===== src/rtl/lab_ctrl_pkg.sv =====
// Shared types and default sizing for the look-ahead buffer sequencer.
package lab_ctrl_pkg;

  localparam int unsigned DefaultLength       = 100;
  localparam int unsigned DefaultNBits        = 7;
  localparam int unsigned DefaultMinLookahead = 16;
  localparam int unsigned DefaultCntW         = 32;

  typedef enum logic [2:0] {
    StIdle,
    StFill,
    StRun,
    StDrain,
    StDone
  } lab_state_e;

endpackage


===== src/rtl/lab_ctrl_if.sv =====
// Upstream 64-bit word stream: master drives words, slave returns ready.
interface lab_ctrl_if;

  logic        in_valid;
  logic [63:0] in_data;
  logic        in_last;
  logic        in_ready;

  modport master (
    output in_valid,
    output in_data,
    output in_last,
    input  in_ready
  );

  modport slave (
    input  in_valid,
    input  in_data,
    input  in_last,
    output in_ready
  );

endinterface


===== src/rtl/lab_ctrl_counter.sv =====
// Clearable counter with per-cycle increment; wraps or saturates at all-ones.
module lab_ctrl_counter #(
  parameter int unsigned Width    = 32,
  parameter bit          Saturate = 1'b0
) (
  input  logic             clock,
  input  logic             reset,
  input  logic             clear,
  input  logic             enable,
  input  logic [Width-1:0] incr,
  output logic [Width-1:0] count
);

  logic [Width-1:0] count_q, count_d;
  logic [Width:0]   sum;

  always_comb begin
    sum     = {1'b0, count_q} + {1'b0, incr};
    count_d = count_q;
    if (clear) begin
      count_d = '0;
    end else if (enable) begin
      count_d = (Saturate && sum[Width]) ? '1 : sum[Width-1:0];
    end
  end

  always_ff @(posedge clock) begin
    if (reset) begin
      count_q <= '0;
    end else begin
      count_q <= count_d;
    end
  end

  assign count = count_q;

endmodule


===== src/rtl/lab_controller.sv =====
// Look-ahead buffer sequencer: fill, run, drain and byte accounting.
// Optional stall counters are built when LAB_CTRL_STATS_EN is defined.
module lab_controller
  import lab_ctrl_pkg::*;
#(
  parameter int unsigned LENGTH        = DefaultLength,
  parameter int unsigned N_BITS        = DefaultNBits,
  parameter int unsigned MIN_LOOKAHEAD = DefaultMinLookahead,
  parameter int unsigned CNT_W         = DefaultCntW
) (
  input  logic              clock,
  input  logic              reset,
  input  logic              start,
  lab_ctrl_if.slave         up,
  output logic              lab_data_in_valid,
  output logic [63:0]       lab_data_in,
  output logic [N_BITS-1:0] lab_remove_n_bytes,
  output logic [N_BITS-1:0] lab_get_byte_n,
  input  logic [N_BITS:0]   lab_size,
  input  logic              lab_buffer_ready,
  input  logic [7:0]        lab_byte_n,
  input  logic              lab_byte_n_valid,
  input  logic [N_BITS-1:0] peek_idx,
  output logic [7:0]        peek_byte,
  output logic              peek_valid,
  output logic              window_valid,
  input  logic              cons_valid,
  input  logic [N_BITS-1:0] cons_n,
  output logic              cons_ready,
  output logic              done,
  output logic              underflow,
  output logic [CNT_W-1:0]  bytes_in,
  output logic [CNT_W-1:0]  bytes_out
`ifdef LAB_CTRL_STATS_EN
  ,
  output logic [CNT_W-1:0]  push_stall_cycles,
  output logic [CNT_W-1:0]  cons_stall_cycles
`endif
);

  localparam int unsigned      SizeW     = N_BITS + 1;
  localparam logic [N_BITS:0]  MinSize   = SizeW'(MIN_LOOKAHEAD);
  localparam logic [N_BITS:0]  MaxSize   = SizeW'(LENGTH);
  localparam logic [CNT_W-1:0] WordBytes = CNT_W'(8);

  lab_state_e      state_q, state_d;
  logic            underflow_q, underflow_d;
  logic            in_fill_run, in_run, in_drain;
  logic            push, consume, over, start_take;
  logic [N_BITS:0] cons_ext;

  always_comb begin
    state_d            = state_q;
    underflow_d        = underflow_q;
    up.in_ready        = 1'b0;
    lab_data_in_valid  = 1'b0;
    window_valid       = 1'b0;
    cons_ready         = 1'b0;
    lab_remove_n_bytes = '0;
    done               = 1'b0;

    in_fill_run = !reset && (state_q == StFill || state_q == StRun);
    in_run      = !reset && (state_q == StRun);
    in_drain    = !reset && (state_q == StDrain);
    start_take  = !reset && (state_q == StIdle) && start;
    cons_ext    = {1'b0, cons_n};
    over        = cons_ext > lab_size;

    window_valid      = (in_run && lab_size >= MinSize) || (in_drain && lab_size != '0);
    up.in_ready       = in_fill_run && lab_buffer_ready;
    push              = up.in_valid && up.in_ready;
    lab_data_in_valid = push;

    // RUN stalls oversize requests; DRAIN accepts them and truncates to what is left.
    if (in_run) begin
      cons_ready = window_valid && (cons_n != '0) && !over;
    end else if (in_drain) begin
      cons_ready = window_valid && (cons_n != '0);
    end
    consume = cons_valid && cons_ready;
    if (consume) begin
      lab_remove_n_bytes = over ? lab_size[N_BITS-1:0] : cons_n;
    end

    done = !reset && (state_q == StDone);

    case (state_q)
      StIdle: begin
        if (start) begin
          state_d     = StFill;
          underflow_d = 1'b0;
        end
      end
      StFill: begin
        if (push && up.in_last) begin
          state_d = StDrain;
        end else if (lab_size >= MinSize) begin
          state_d = StRun;
        end
      end
      StRun: begin
        if (push && up.in_last) begin
          state_d = StDrain;
        end
      end
      StDrain: begin
        if (consume && over) begin
          underflow_d = 1'b1;
        end
        if (lab_size == '0) begin
          state_d = StDone;
        end
      end
      StDone:  state_d = StIdle;
      default: state_d = StIdle;
    endcase
  end

  always_ff @(posedge clock) begin
    if (reset) begin
      state_q     <= StIdle;
      underflow_q <= 1'b0;
    end else begin
      state_q     <= state_d;
      underflow_q <= underflow_d;
    end
  end

  assign underflow      = underflow_q;
  assign lab_data_in    = reset ? '0 : up.in_data;
  assign lab_get_byte_n = reset ? '0 : peek_idx;
  assign peek_byte      = reset ? '0 : lab_byte_n;
  assign peek_valid     = lab_byte_n_valid && window_valid;

  lab_ctrl_counter #(
    .Width    (CNT_W),
    .Saturate (1'b0)
  ) u_bytes_in (
    .clock  (clock),
    .reset  (reset),
    .clear  (start_take),
    .enable (push),
    .incr   (WordBytes),
    .count  (bytes_in)
  );

  lab_ctrl_counter #(
    .Width    (CNT_W),
    .Saturate (1'b0)
  ) u_bytes_out (
    .clock  (clock),
    .reset  (reset),
    .clear  (start_take),
    .enable (consume),
    .incr   (CNT_W'(lab_remove_n_bytes)),
    .count  (bytes_out)
  );

`ifdef LAB_CTRL_STATS_EN
  logic push_stall, cons_stall;

  assign push_stall = in_fill_run && up.in_valid && !up.in_ready;
  assign cons_stall = (in_run || in_drain) && cons_valid && !cons_ready;

  lab_ctrl_counter #(
    .Width    (CNT_W),
    .Saturate (1'b1)
  ) u_push_stall (
    .clock  (clock),
    .reset  (reset),
    .clear  (start_take),
    .enable (push_stall),
    .incr   (CNT_W'(1)),
    .count  (push_stall_cycles)
  );

  lab_ctrl_counter #(
    .Width    (CNT_W),
    .Saturate (1'b1)
  ) u_cons_stall (
    .clock  (clock),
    .reset  (reset),
    .clear  (start_take),
    .enable (cons_stall),
    .incr   (CNT_W'(1)),
    .count  (cons_stall_cycles)
  );
`endif

  // The buffer is sized to LENGTH; anything larger means a mismatched instance.
  a_size_bound : assert property (@(posedge clock) disable iff (reset) lab_size <= MaxSize);

endmodule


===== src/flat_wrapper.sv =====
// flat-port wrapper written by rule: the top's interface ports become plain ports
module lab_controller_flat import lab_ctrl_pkg::*;
#(
  parameter int unsigned LENGTH        = DefaultLength,
  parameter int unsigned N_BITS        = DefaultNBits,
  parameter int unsigned MIN_LOOKAHEAD = DefaultMinLookahead,
  parameter int unsigned CNT_W         = DefaultCntW
)
  (clock, reset, start, lab_data_in_valid, lab_data_in, lab_remove_n_bytes, lab_get_byte_n, lab_size, lab_buffer_ready, lab_byte_n, lab_byte_n_valid, peek_idx, peek_byte, peek_valid, window_valid, cons_valid, cons_n, cons_ready, done, underflow, bytes_in, bytes_out, up_in_valid, up_in_data, up_in_last, up_in_ready);
  lab_ctrl_if up_i ();
  input  logic clock;
  input  logic reset;
  input  logic start;
  output logic lab_data_in_valid;
  output logic [63:0] lab_data_in;
  output logic [N_BITS-1:0] lab_remove_n_bytes;
  output logic [N_BITS-1:0] lab_get_byte_n;
  input  logic [N_BITS:0] lab_size;
  input  logic lab_buffer_ready;
  input  logic [7:0] lab_byte_n;
  input  logic lab_byte_n_valid;
  input  logic [N_BITS-1:0] peek_idx;
  output logic [7:0] peek_byte;
  output logic peek_valid;
  output logic window_valid;
  input  logic cons_valid;
  input  logic [N_BITS-1:0] cons_n;
  output logic cons_ready;
  output logic done;
  output logic underflow;
  output logic [CNT_W-1:0] bytes_in;
  output logic [CNT_W-1:0] bytes_out;
  input wire logic [$bits(up_i.in_valid)-1:0] up_in_valid;
  input wire logic [$bits(up_i.in_data)-1:0] up_in_data;
  input wire logic [$bits(up_i.in_last)-1:0] up_in_last;
  output wire logic [$bits(up_i.in_ready)-1:0] up_in_ready;
  assign up_i.in_valid = up_in_valid;
  assign up_i.in_data = up_in_data;
  assign up_i.in_last = up_in_last;
  assign up_in_ready = up_i.in_ready;
  lab_controller #(.LENGTH(LENGTH), .N_BITS(N_BITS), .MIN_LOOKAHEAD(MIN_LOOKAHEAD), .CNT_W(CNT_W)) u_core (.clock(clock), .reset(reset), .start(start), .up(up_i), .lab_data_in_valid(lab_data_in_valid), .lab_data_in(lab_data_in), .lab_remove_n_bytes(lab_remove_n_bytes), .lab_get_byte_n(lab_get_byte_n), .lab_size(lab_size), .lab_buffer_ready(lab_buffer_ready), .lab_byte_n(lab_byte_n), .lab_byte_n_valid(lab_byte_n_valid), .peek_idx(peek_idx), .peek_byte(peek_byte), .peek_valid(peek_valid), .window_valid(window_valid), .cons_valid(cons_valid), .cons_n(cons_n), .cons_ready(cons_ready), .done(done), .underflow(underflow), .bytes_in(bytes_in), .bytes_out(bytes_out));
endmodule

===== config.mk =====
export PLATFORM = sky130hd
export DESIGN_NAME = lab_controller_flat
export DESIGN_NICKNAME = d
export VERILOG_FILES = /design/src/rtl/lab_ctrl_pkg.sv /design/src/rtl/lab_ctrl_if.sv /design/src/rtl/lab_ctrl_counter.sv /design/src/rtl/lab_controller.sv /design/src/flat_wrapper.sv
export SDC_FILE = /design/constraint.sdc
export NUM_CORES = 1
export LEC_CHECK = 0
export ABC_AREA = 1
export CAP_MARGIN = 5
export CORE_MARGIN = 4
export CORE_UTILIZATION = 42
export DETAILED_ROUTE_END_ITERATION = 8
export MAX_ROUTING_LAYER = met4
export PLACE_DENSITY = 0.81
export SYNTH_ARGS = -nofsm -noshare
export SYNTH_HDL_FRONTEND = slang
export SYNTH_SLANG_ARGS = --single-unit

===== constraint.sdc =====
create_clock -name clock -period 8.31 [get_ports clock]
set_clock_uncertainty 0.05 [all_clocks]
set_input_delay 1.2465 -clock clock [delete_from_list [all_inputs] [get_ports clock]]
set_output_delay 1.2465 -clock clock [all_outputs]
set_load 0.01 [all_outputs]

==> reports/results.ini, run 1 <==
[outcome]
status = completed

[hold_path]
worstHoldStart = u_core.u_bytes_out.count[0]
hold_class = reg2reg

[cts]
postCtsSetupBuffers = 0
clock_path_buffers = 2
cts_tree = yes
clkLatencyLatePin_ns = 0.33
hold_buffers = 0
cts.clk_slew.worst_paths_ns = 0.05
clock-sinks = 65
cts_max_level = 3
cts_resized = 0
cts_made_buffers = 9
cts_root_buffer = clkbuf_16

[synthesis]
ys_ff_latch = 65
seq_area_frac_synth_pct = 24.3
ys.flop_type = dfxtp_1
synth_edf_count = 0
async_reset_ff_share_pct = 0
yosysWarningCount = 0
syn_inst = 956
synth_area_mm2 = 0.00535
syn_area_per_cell_um2 = 5.59
ys_types = 35

[setup_path]
crit_chain = clkdlybuf4s50_1 > inv_1 > ha_1 > inv_1 > nor3_1 > nand4_1 > nand3_1 > nand3_1 > buf_4 > a211oi_1 > clkdlybuf4s50_1
cp.required_ns = 7.01
r2r_start = u_core.state_q[0]
crit_end = lab_remove_n_bytes[0]
arrival_ns = 4.63
r2r_cells = 19
r2r_slack_ns = 4.03
path_max_fanout = 22
cp_num_buf_inv = 5
cp_slowest_cell = clkdlybuf4s50_1
crit_path_end_kind = output port
start_kind = primary input
slowest_delay_ns = 0.65
worst-setup-path-type = in2out
crit_start = lab_size[6]
r2r_end = u_core.u_bytes_out.count[26]
cp.depth = 11
critPathTopFamily = buffers and inverters

[die]
rows = 40
initial_core_util_pct = 43.8
io_pins = 259
dieWidth_um = 121
fp.dieArea_mm2 = 0.0146
fp.dieH_um = 121
core_mm2 = 0.0122

[timing]
hold_viol_final = 0
setup_viol = 0
relSlewSlack_pct = 22.4
max_freq_ghz = 0.169
finalSetupTns_ns = 0
fin_crit_sh_pct = 71.3
rsz0062_at_grt = no
report.final.slew_viol_count = 0
min_period_ns = 5.93
worst_slew_pin_slew_ns = 1.16

[finish]
antennaDiodeCount = 0
n_fill_cell = 1135
drive_above_1_share_pct = 2.50
post-route-util_pct = 68.0
area_delta_synth_final_pct = 55.3
nets = 1315
layout.cells.non_filler = 1369

[route]
dr.pass1.iters = 5
wirelength_mm = 19.9
drt_iter0_markers = 438
vias = 6562
ant_nets = 0
via_per_inst = 4.79
wl_per_cell_um = 14.5
drc = 0

[power_and_ir_drop]
ir_drop_v = 0.0000837
power.density_mw_per_mm2 = 128
leakage_nw = 3.55

[placement]
gp_congestion = 0.935
dp.cells = 1354
io_buffers = 255
dp_hpwl_mm = 16.1

[global_route]
antenna_found_initial = 0
grt_pass1_wl_mm = 31.1
gr-usage-all-layers_pct = 27.7
grt_overflow = 0
grt_max_degree = 77
grt_pass1_vias = 6252

[job]
maxCapViolCount = 0

[per-stage QoR]
stage | power, mW | hold WS, ns | area (µm²) | worst slack (ns)
after detailed placement | 0.651 | 0.433 | 7970 | 2.35
after floorplan | 0.504 | 0.452 | 5350 | 4.07
after global routing | 1.11 | 0.468 | 8300 | 2.05
after CTS | 1.07 | 0.441 | 8300 | 2.35
after global placement | 0.648 | 0.427 | 7970 | 2.49
final | 1.06 | 0.441 | 8300 | 2.38
[layout make-up]
class                      count  area [µm²]  area share (%)
clock buffer                  13         270            3.26
tap                          168         210            2.53
timing repair buffer         257        2560            30.9
multi-input combinational    689        3240            39.0
sequential                    65        1300            15.7
clock inverter                 2        60.1           0.723
inverter                     175         657            7.91
[registers in the layout (all words and copies together) (netlist names)]
register / flops
u_core.u_bytes_out.count: 32
u_core.underflow: 1
u_core.state_q: 3
u_core.u_bytes_in.count: 29
[cells in the final DEF, fill, tap and decap left out, drive strengths merged]
cell	instances
nand2	297
a21oi	66
a21boi	2
clkdlybuf4s50	254
o21ai	11
conb	3
nor3	28
ha	15
fa	1
xnor2	6
a211oi	1
clkbuf	13
nand4	19
nor2	157
nor4	3
inv	175
nand3b	7
dfxtp	65
buf	3
nand3	42
a22oi	1
or2	3
nor3b	3
bufinv	2
o2111ai	1
xor2	22
o31ai	1
[per-layer routing]
metal / vias up / wire length (µm) / track usage [%]
li1: 3398 / - / -
met1: 2885 / 7920 / 31.1
met2: 235 / 9850 / 47.6
met3: 44 / 1420 / 6.88
met4: 0 / 695 / 10.3
met5: - / 0 / -
[worst min-delay path, delay by kind of cell, from the launching register on]
family	cells	cell delay, ns
DFF	1	0.32
and+or+nand+nor	1	0.07
AOI/OAI and AO/OA	1	0.06
[synthesized netlist by cell type (2+ instances only)]
cell | instances | area (µm²)
xor2_1 | 22 | 193
or2_2 | 2 | 12.5
nor3_1 | 28 | 140
nand2_1 | 295 | 1110
buf_2 | 2 | 10.0
buf_4 | 4 | 30.0
o21ai_0 | 10 | 50.1
inv_1 | 174 | 653
nor3b_1 | 3 | 22.5
nand3_1 | 41 | 205
nor4_1 | 3 | 18.8
nor2_1 | 152 | 571
nor2_2 | 2 | 12.5
buf_6 | 4 | 45.0
nand2_2 | 2 | 12.5
dfxtp_1 | 65 | 1300
a21oi_1 | 66 | 330
nor2_4 | 3 | 33.8
xnor2_1 | 6 | 52.6
nand3b_1 | 7 | 52.6
nand4_1 | 19 | 119
clkbuf_1 | 19 | 71.3
ha_1 | 15 | 188
[worst min-delay path by stage]
stage / to / slack (ns) / depth (start not counted)
final: u_core.u_bytes_out.count[0] / 0.44 / 2
after global routing: u_core.u_bytes_out.count[3] / 0.47 / 2
after CTS: u_core.u_bytes_out.count[0] / 0.44 / 2
after detailed placement: u_core.u_bytes_out.count[0] / 0.43 / 2
after global placement: u_core.u_bytes_out.count[2] / 0.43 / 2
after floorplan: u_core.u_bytes_out.count[2] / 0.45 / 2
[report_power, final]
group	switching [mW]	leakage [nW]	total, mW	internal (mW)
sequential	0.0104	0.524	0.332	0.321
clock	0.137	0.162	0.422	0.286
combinational	0.174	2.86	0.311	0.137
total	0.321	3.55	1.06	0.744
[logic make-up (layout without fill, tap and decap cells)]
kind of cell               count (synthesis)  after routing  share of synthesized area (%)
and+or+nand+nor                          559            559                           43.6
buffers and inverters                    204            447                           15.2
AOI/OAI and AO/OA                         83             83                           8.29
DFF                                       65             65                           24.3
xor gates and xnor gates                  28             28                           4.59
adders and majority gates                 16             16                           3.89
other                                      1              3                         0.0702
(Power assumes the default switching activity.)
==> inputs of run 2 (changes only) <==
- CORE_UTILIZATION: 42 -> 38
- PLACE_DENSITY: 0.81 -> 0.77
- clock period: 8.31 -> 5.38 ns (I/O delays scaled with it)
==> run 2 against run 1 <==
Compared with the run above: global-route usage fell by 3.2 points; clock power rose by 38%; sequential power rose by 55%; wire length fell by 2.3%; worst setup slack got worse by 1.4 ns; final cell count rose by 1.1%; combinational power rose by 57%; count of clock-buffer cells in the layout did not move; core utilization fell by 8.0 points.
==> reports/results.ini, run 2 (synthesized netlist as in run 1, its figures left out) <==
[cts]
cts_made_buffers = 9  ; unchanged
postCtsSetupBuffers = 0  ; unchanged
clock_path_buffers = 2  ; unchanged
clock-sinks = 65  ; unchanged
cts.clk_slew.worst_paths_ns = 0.05  ; about the same
clkLatencyLatePin_ns = 0.33  ; about the same
cts_root_buffer = clkbuf_16  ; unchanged
cts_tree = yes  ; unchanged
hold_buffers = 0  ; unchanged
cts_max_level = 3  ; unchanged
cts_resized = 0  ; unchanged

[setup_path]
worst-setup-path-type = in2out  ; unchanged
r2r_start = u_core.state_q[0]  ; unchanged
start_kind = primary input  ; unchanged
crit_path_end_kind = output port  ; unchanged
arrival_ns = 3.56  ; was 4.63 ns
r2r_cells = 17  ; was 19
path_max_fanout = 21  ; was 22
crit_start = lab_size[6]  ; unchanged
cp.required_ns = 4.52  ; was 7.01 ns

[die]
dieWidth_um = 127  ; was 121 µm
fp.dieArea_mm2 = 0.0160  ; was 0.0146 mm²
rows = 43  ; was 40
fp.dieH_um = 127  ; was 121 µm
initial_core_util_pct = 38.7  ; was 43.8%
core_mm2 = 0.0138  ; was 0.0122 mm²
io_pins = 259  ; unchanged

[timing]
whs_ns = 0.441  ; about the same
hold_viol_final = 0  ; unchanged
report.final.slew_viol_count = 0  ; unchanged
relSlewSlack_pct = 43.7  ; was 22.4%
worst_slew_pin_slew_ns = 0.842  ; was 1.16 ns
max_freq_ghz = 0.226
setup_viol = 0  ; unchanged
fin_crit_sh_pct = 82.2
rsz0062_at_grt = no  ; unchanged
min_period_ns = 4.42
finalSetupTns_ns = 0  ; unchanged

[finish]
largest_register_ffs = 32  ; unchanged
drive_above_1_share_pct = 2.57  ; was 2.50%
layout_common_cells = nand2_1, clkdlybuf4s50_1, inv_1, nor2_1, a21oi_1  ; unchanged
final_common_cell = nand2_1  ; unchanged
post-route-util_pct = 60.0  ; was 68.0%
n_fill_cell = 1338  ; was 1135
antennaDiodeCount = 0  ; unchanged
area_delta_synth_final_pct = 55.1  ; was 55.3%
seq_area_mm2 = 0.00130  ; unchanged
nets = 1317  ; was 1315
multi_input_area_mm2 = 0.00324  ; unchanged
layout.cells.non_filler = 1384  ; was 1369

[hold_path]
min_delay_path_depth = 2  ; unchanged
hold_class = reg2reg  ; unchanged
worstHoldStart = u_core.u_bytes_out.count[5]  ; was u_core.u_bytes_out.count[0]

[global_route]
grt_pass1_vias = 6286  ; was 6252
antenna_found_initial = 0  ; unchanged
gr-usage-all-layers_pct = 24.5  ; was 27.7%
grt_max_degree = 81  ; was 77
grt_overflow = 0  ; unchanged
grt_pass1_wl_mm = 31.2  ; was 31.1 mm

[power_and_ir_drop]
ir_drop_v = 0.000137  ; was 0.0000837 V
leakage_nw = 3.54  ; was 3.55 nW
power.density_mw_per_mm2 = 191  ; was 128 mW/mm²

[job]
maxCapViolCount = 0  ; unchanged

[route]
ant_nets = 0  ; unchanged
wl_per_cell_um = 14.0  ; was 14.5 µm
wirelength_mm = 19.4  ; was 19.9 mm
via_per_inst = 4.75  ; was 4.79
drt_iter0_markers = 470  ; was 438
dr.pass1.iters = 5  ; unchanged
drc = 0  ; unchanged
vias = 6570  ; was 6562

[placement]
dp.cells = 1368  ; was 1354
io_buffers = 255  ; unchanged
gp_congestion = 0.944  ; was 0.935
dp_hpwl_mm = 15.7  ; was 16.1 mm

[outcome]
status = completed  ; unchanged

[run 2: changes by cell type in the layout (fill, tap and decap cells not counted), sizes merged]
cell / change
buf: +2
clkinv: +2
bufinv: -1
[run 2: path summary, 6_finish.rpt]
check                                  to  slack, ns
max                 lab_remove_n_bytes[1]       0.96
min           u_core.u_bytes_out.count[5]       0.44
max reg2reg  u_core.u_bytes_out.count[23]       2.06
min reg2reg   u_core.u_bytes_out.count[5]       0.44
[run 2: cell type report]
type,instances,share of cell area (%)
flip-flops and latches,65,15.7
repair buffers,259,31.1
inverters,175,7.92
multi-input cells,689,39.1
well taps,180,2.72
clock buffers,13,3.02
clock inverters,3,0.483
[run 2: per-stage QoR]
stage          setup WS [ns]  instance area [µm²]  total power, mW
2_1_floorplan           1.58                 5350            0.779
3_3_place_gp            1.04                 8000             1.00
3_5_place_dp           0.929                 8000             1.01
4_1_cts                0.971                 8290             1.60
5_1_grt                0.707                 8290             1.67
6_report               0.960                 8290             1.58
[run 2: worst max-delay path, cell delays in order]
cell	delay [ns]
clkdlybuf4s50_1	0.51
inv_1	0.06
ha_1	0.26
inv_1	0.04
nor3_1	0.25
nand4_1	0.16
nand3_1	0.19
nand3_1	0.14
buf_4	0.23
a21oi_1	0.29
clkdlybuf4s50_1	0.62
[run 2: where the power goes]
part	internal (mW)	switching, mW	total [mW]
registers	0.496	0.0168	0.513
logic	0.216	0.272	0.488
clock network	0.370	0.211	0.581
total	1.08	0.499	1.58
[run 2: per-layer routing]
| layer | up-vias | global-route usage [%] | routed length, µm |
|---|---|---|---|
| met2 | 240 | 41.0 | 9400 |
| met3 | 22 | 5.31 | 1320 |
| met4 | 0 | 4.73 | 213 |
| li1 | 3404 | - | - |
| met1 | 2904 | 30.7 | 8500 |
| met5 | - | - | 0 |
==> inputs of run 3 (changes only) <==
- CORE_UTILIZATION: 38 -> 42
- PLACE_DENSITY: 0.77 -> 0.81
- clock period: 5.38 -> 4.5 ns (I/O delays scaled with it)
==> run 3 against run 2 <==
Compared with the run above: count of clock-buffer cells in the layout decreased by 1; critical endpoint unchanged; clock power increased by 20%; highest routed layer unchanged; hold slack improved by 0.0031 ns; flip-flop and latch count unchanged; largest cell class unchanged.
==> reports/results.ini, run 3 (synthesized netlist as in run 1, its figures left out) <==
[setup_path]
critPathTopFamily = buffers and inverters  ; unchanged
cp.required_ns = 3.77  ; was 4.52 ns
r2r_slack_ns = 1.28  ; was 2.06 ns
start_kind = primary input  ; unchanged
r2r_cells = 19  ; was 17
arrival_ns = 3.38  ; was 3.56 ns
crit_top_cell = nand2_1
crit_path_end_kind = output port  ; unchanged
slowest_delay_ns = 0.62  ; about the same
path_max_fanout = 9  ; was 21
worst-setup-path-type = in2out  ; unchanged
cp_slowest_cell = clkdlybuf4s50_1  ; unchanged
r2r_end = u_core.u_bytes_out.count[26]  ; was u_core.u_bytes_out.count[23]
r2r_start = u_core.state_q[0]  ; unchanged
cp_num_buf_inv = 5  ; unchanged
crit_chain = clkdlybuf4s50_1 > inv_1 > ha_1 > inv_1 > nor3_1 > nand2_1 > nand2_1 > nand2_1 > inv_1 > nand2_1 > a21oi_1 > clkdlybuf4s50_1  ; was clkdlybuf4s50_1 > inv_1 > ha_1 > inv_1 > nor3_1 > nand4_1 > nand3_1 > nand3_1 > buf_4 > a21oi_1 > clkdlybuf4s50_1

[die]
rows = 40  ; was 43
fp.dieArea_mm2 = 0.0146  ; was 0.0160 mm²
fp.dieH_um = 121  ; was 127 µm
core_mm2 = 0.0122  ; was 0.0138 mm²
io_pins = 259  ; unchanged
initial_core_util_pct = 43.8  ; was 38.7%
dieWidth_um = 121  ; was 127 µm

[timing]
relSlewSlack_pct = 50.1  ; was 43.7%
fin_crit_sh_pct = 91.3
hold_viol_final = 0  ; unchanged
max_freq_ghz = 0.243
setup_viol = 0  ; unchanged
finalSetupTns_ns = 0  ; unchanged
min_period_ns = 4.11
report.final.slew_viol_count = 0  ; unchanged
rsz0062_at_grt = no  ; unchanged
worst_slew_pin_slew_ns = 0.746  ; was 0.842 ns

[placement]
placed_area_mm2 = 0.00800  ; unchanged
io_buffers = 255  ; unchanged
dp_hpwl_mm = 16.5  ; was 15.7 mm
gp_congestion = 0.947  ; was 0.944
dp.cells = 1358  ; was 1368

[global_route]
grt_pass1_wl_mm = 31.7  ; was 31.2 mm
grt_max_degree = 48  ; was 81
gr-usage-all-layers_pct = 28.2  ; was 24.5%
grt_overflow = 0  ; unchanged
grt_pass1_vias = 6350  ; was 6286
antenna_found_initial = 0  ; unchanged

[route]
dr.pass1.iters = 5  ; unchanged
vias = 6622  ; was 6570
wirelength_mm = 20.1  ; was 19.4 mm
ant_nets = 0  ; unchanged
wl_per_cell_um = 14.7  ; was 14.0 µm
drt_iter0_markers = 526  ; was 470
drc = 0  ; unchanged
via_per_inst = 4.82  ; was 4.75

[hold_path]
hold_class = reg2reg  ; unchanged
min_delay_path_depth = 2  ; unchanged
whs_endpoint = u_core.u_bytes_out.count[2]  ; was u_core.u_bytes_out.count[5]
worstHoldStart = u_core.u_bytes_out.count[2]  ; was u_core.u_bytes_out.count[5]

[power_and_ir_drop]
total_power_mw = 1.90  ; was 1.58 mW
power.density_mw_per_mm2 = 228  ; was 191 mW/mm²
ir_drop_v = 0.000157  ; was 0.000137 V
leakage_nw = 3.55  ; was 3.54 nW

[finish]
largest_register_ffs = 32  ; unchanged
antennaDiodeCount = 0  ; unchanged
layout.cells.non_filler = 1373  ; was 1384
nets = 1319  ; was 1317
n_fill_cell = 1166  ; was 1338
post-route-util_pct = 68.0  ; was 60.0%
area_delta_synth_final_pct = 55.2  ; was 55.1%
layout_common_cells = nand2_1, clkdlybuf4s50_1, inv_1, nor2_1, a21oi_1  ; unchanged
final_common_cell = nand2_1  ; unchanged
stdcell_area_mm2 = 0.00830  ; was 0.00829 mm²
drive_above_1_share_pct = 2.82  ; was 2.57%

[cts]
hold_buffers = 0  ; unchanged
cts_tree = yes  ; unchanged
cts_made_buffers = 9  ; unchanged
clkLatencyLatePin_ns = 0.33  ; about the same
cts_root_buffer = clkbuf_16  ; unchanged
postCtsSetupBuffers = 0  ; unchanged
cts_resized = 0  ; unchanged
cts_max_level = 3  ; unchanged
clock_path_buffers = 2  ; unchanged
clock-sinks = 65  ; unchanged
cts.clk_slew.worst_paths_ns = 0.05  ; about the same

[job]
maxCapViolCount = 0  ; unchanged

[outcome]
status = completed  ; unchanged

run 3: cell count changes in the layout (fill, tap and decap cells not counted):
cell,before,now
buf_4,4,6
clkbuf_1,3,1
clkbuf_8,1,2
run 3: worst register-to-register path, delay by kind of cell, from the launching register on:
kind,cells,cell delay [ns]
compound gates,3,0.65
fa+ha+maj,1,0.33
buf+inv,1,0.23
flops,1,0.36
simple gates,14,1.53
run 3: routing by layer:
metal	track usage, %	routed length, µm	up-vias
met4	9.84	634	0
met5	-	0	-
li1	-	-	3406
met1	31.9	8180	2909
met3	6.64	1400	35
met2	48.9	9910	272
run 3: final cells by class:
cell class | instances | area, µm² | area share (%)
tap | 168 | 210 | 2.53
inverter | 175 | 657 | 7.92
multi-input combinational | 689 | 3240 | 39.1
clock inverter | 3 | 40.0 | 0.483
clock buffer | 12 | 256 | 3.09
sequential | 65 | 1300 | 15.7
timing repair buffer | 261 | 2590 | 31.2
run 3: worst max path at each step:
| stage | start | end | slack (ns) | depth (start not counted) |
|---|---|---|---|---|
| global placement | lab_size[5] | u_core.u_bytes_out.count[26] | 0.33 | 22 |
| floorplan | lab_size[6] | u_core.u_bytes_out.count[26] | 0.83 | 20 |
| finish | lab_size[6] | lab_remove_n_bytes[1] | 0.39 | 12 |
| detailed placement | lab_size[6] | u_core.u_bytes_out.count[10] | 0.28 | 20 |
| global route | lab_size[6] | lab_remove_n_bytes[1] | 0.07 | 11 |
| CTS | lab_size[6] | lab_remove_n_bytes[1] | 0.40 | 12 |
run 3: through the flow:
step                setup slack [ns]  hold WS, ns
floorplan                      0.832        0.452
global placement               0.334        0.430
detailed placement             0.279        0.435
CTS                            0.396        0.442
global route                  0.0727        0.462
finish                         0.392        0.444
run 3: report_power, final:
group          total (mW)  internal, mW  switching (mW)
registers           0.613         0.593          0.0197
clock network       0.699         0.454           0.246
logic               0.583         0.259           0.324
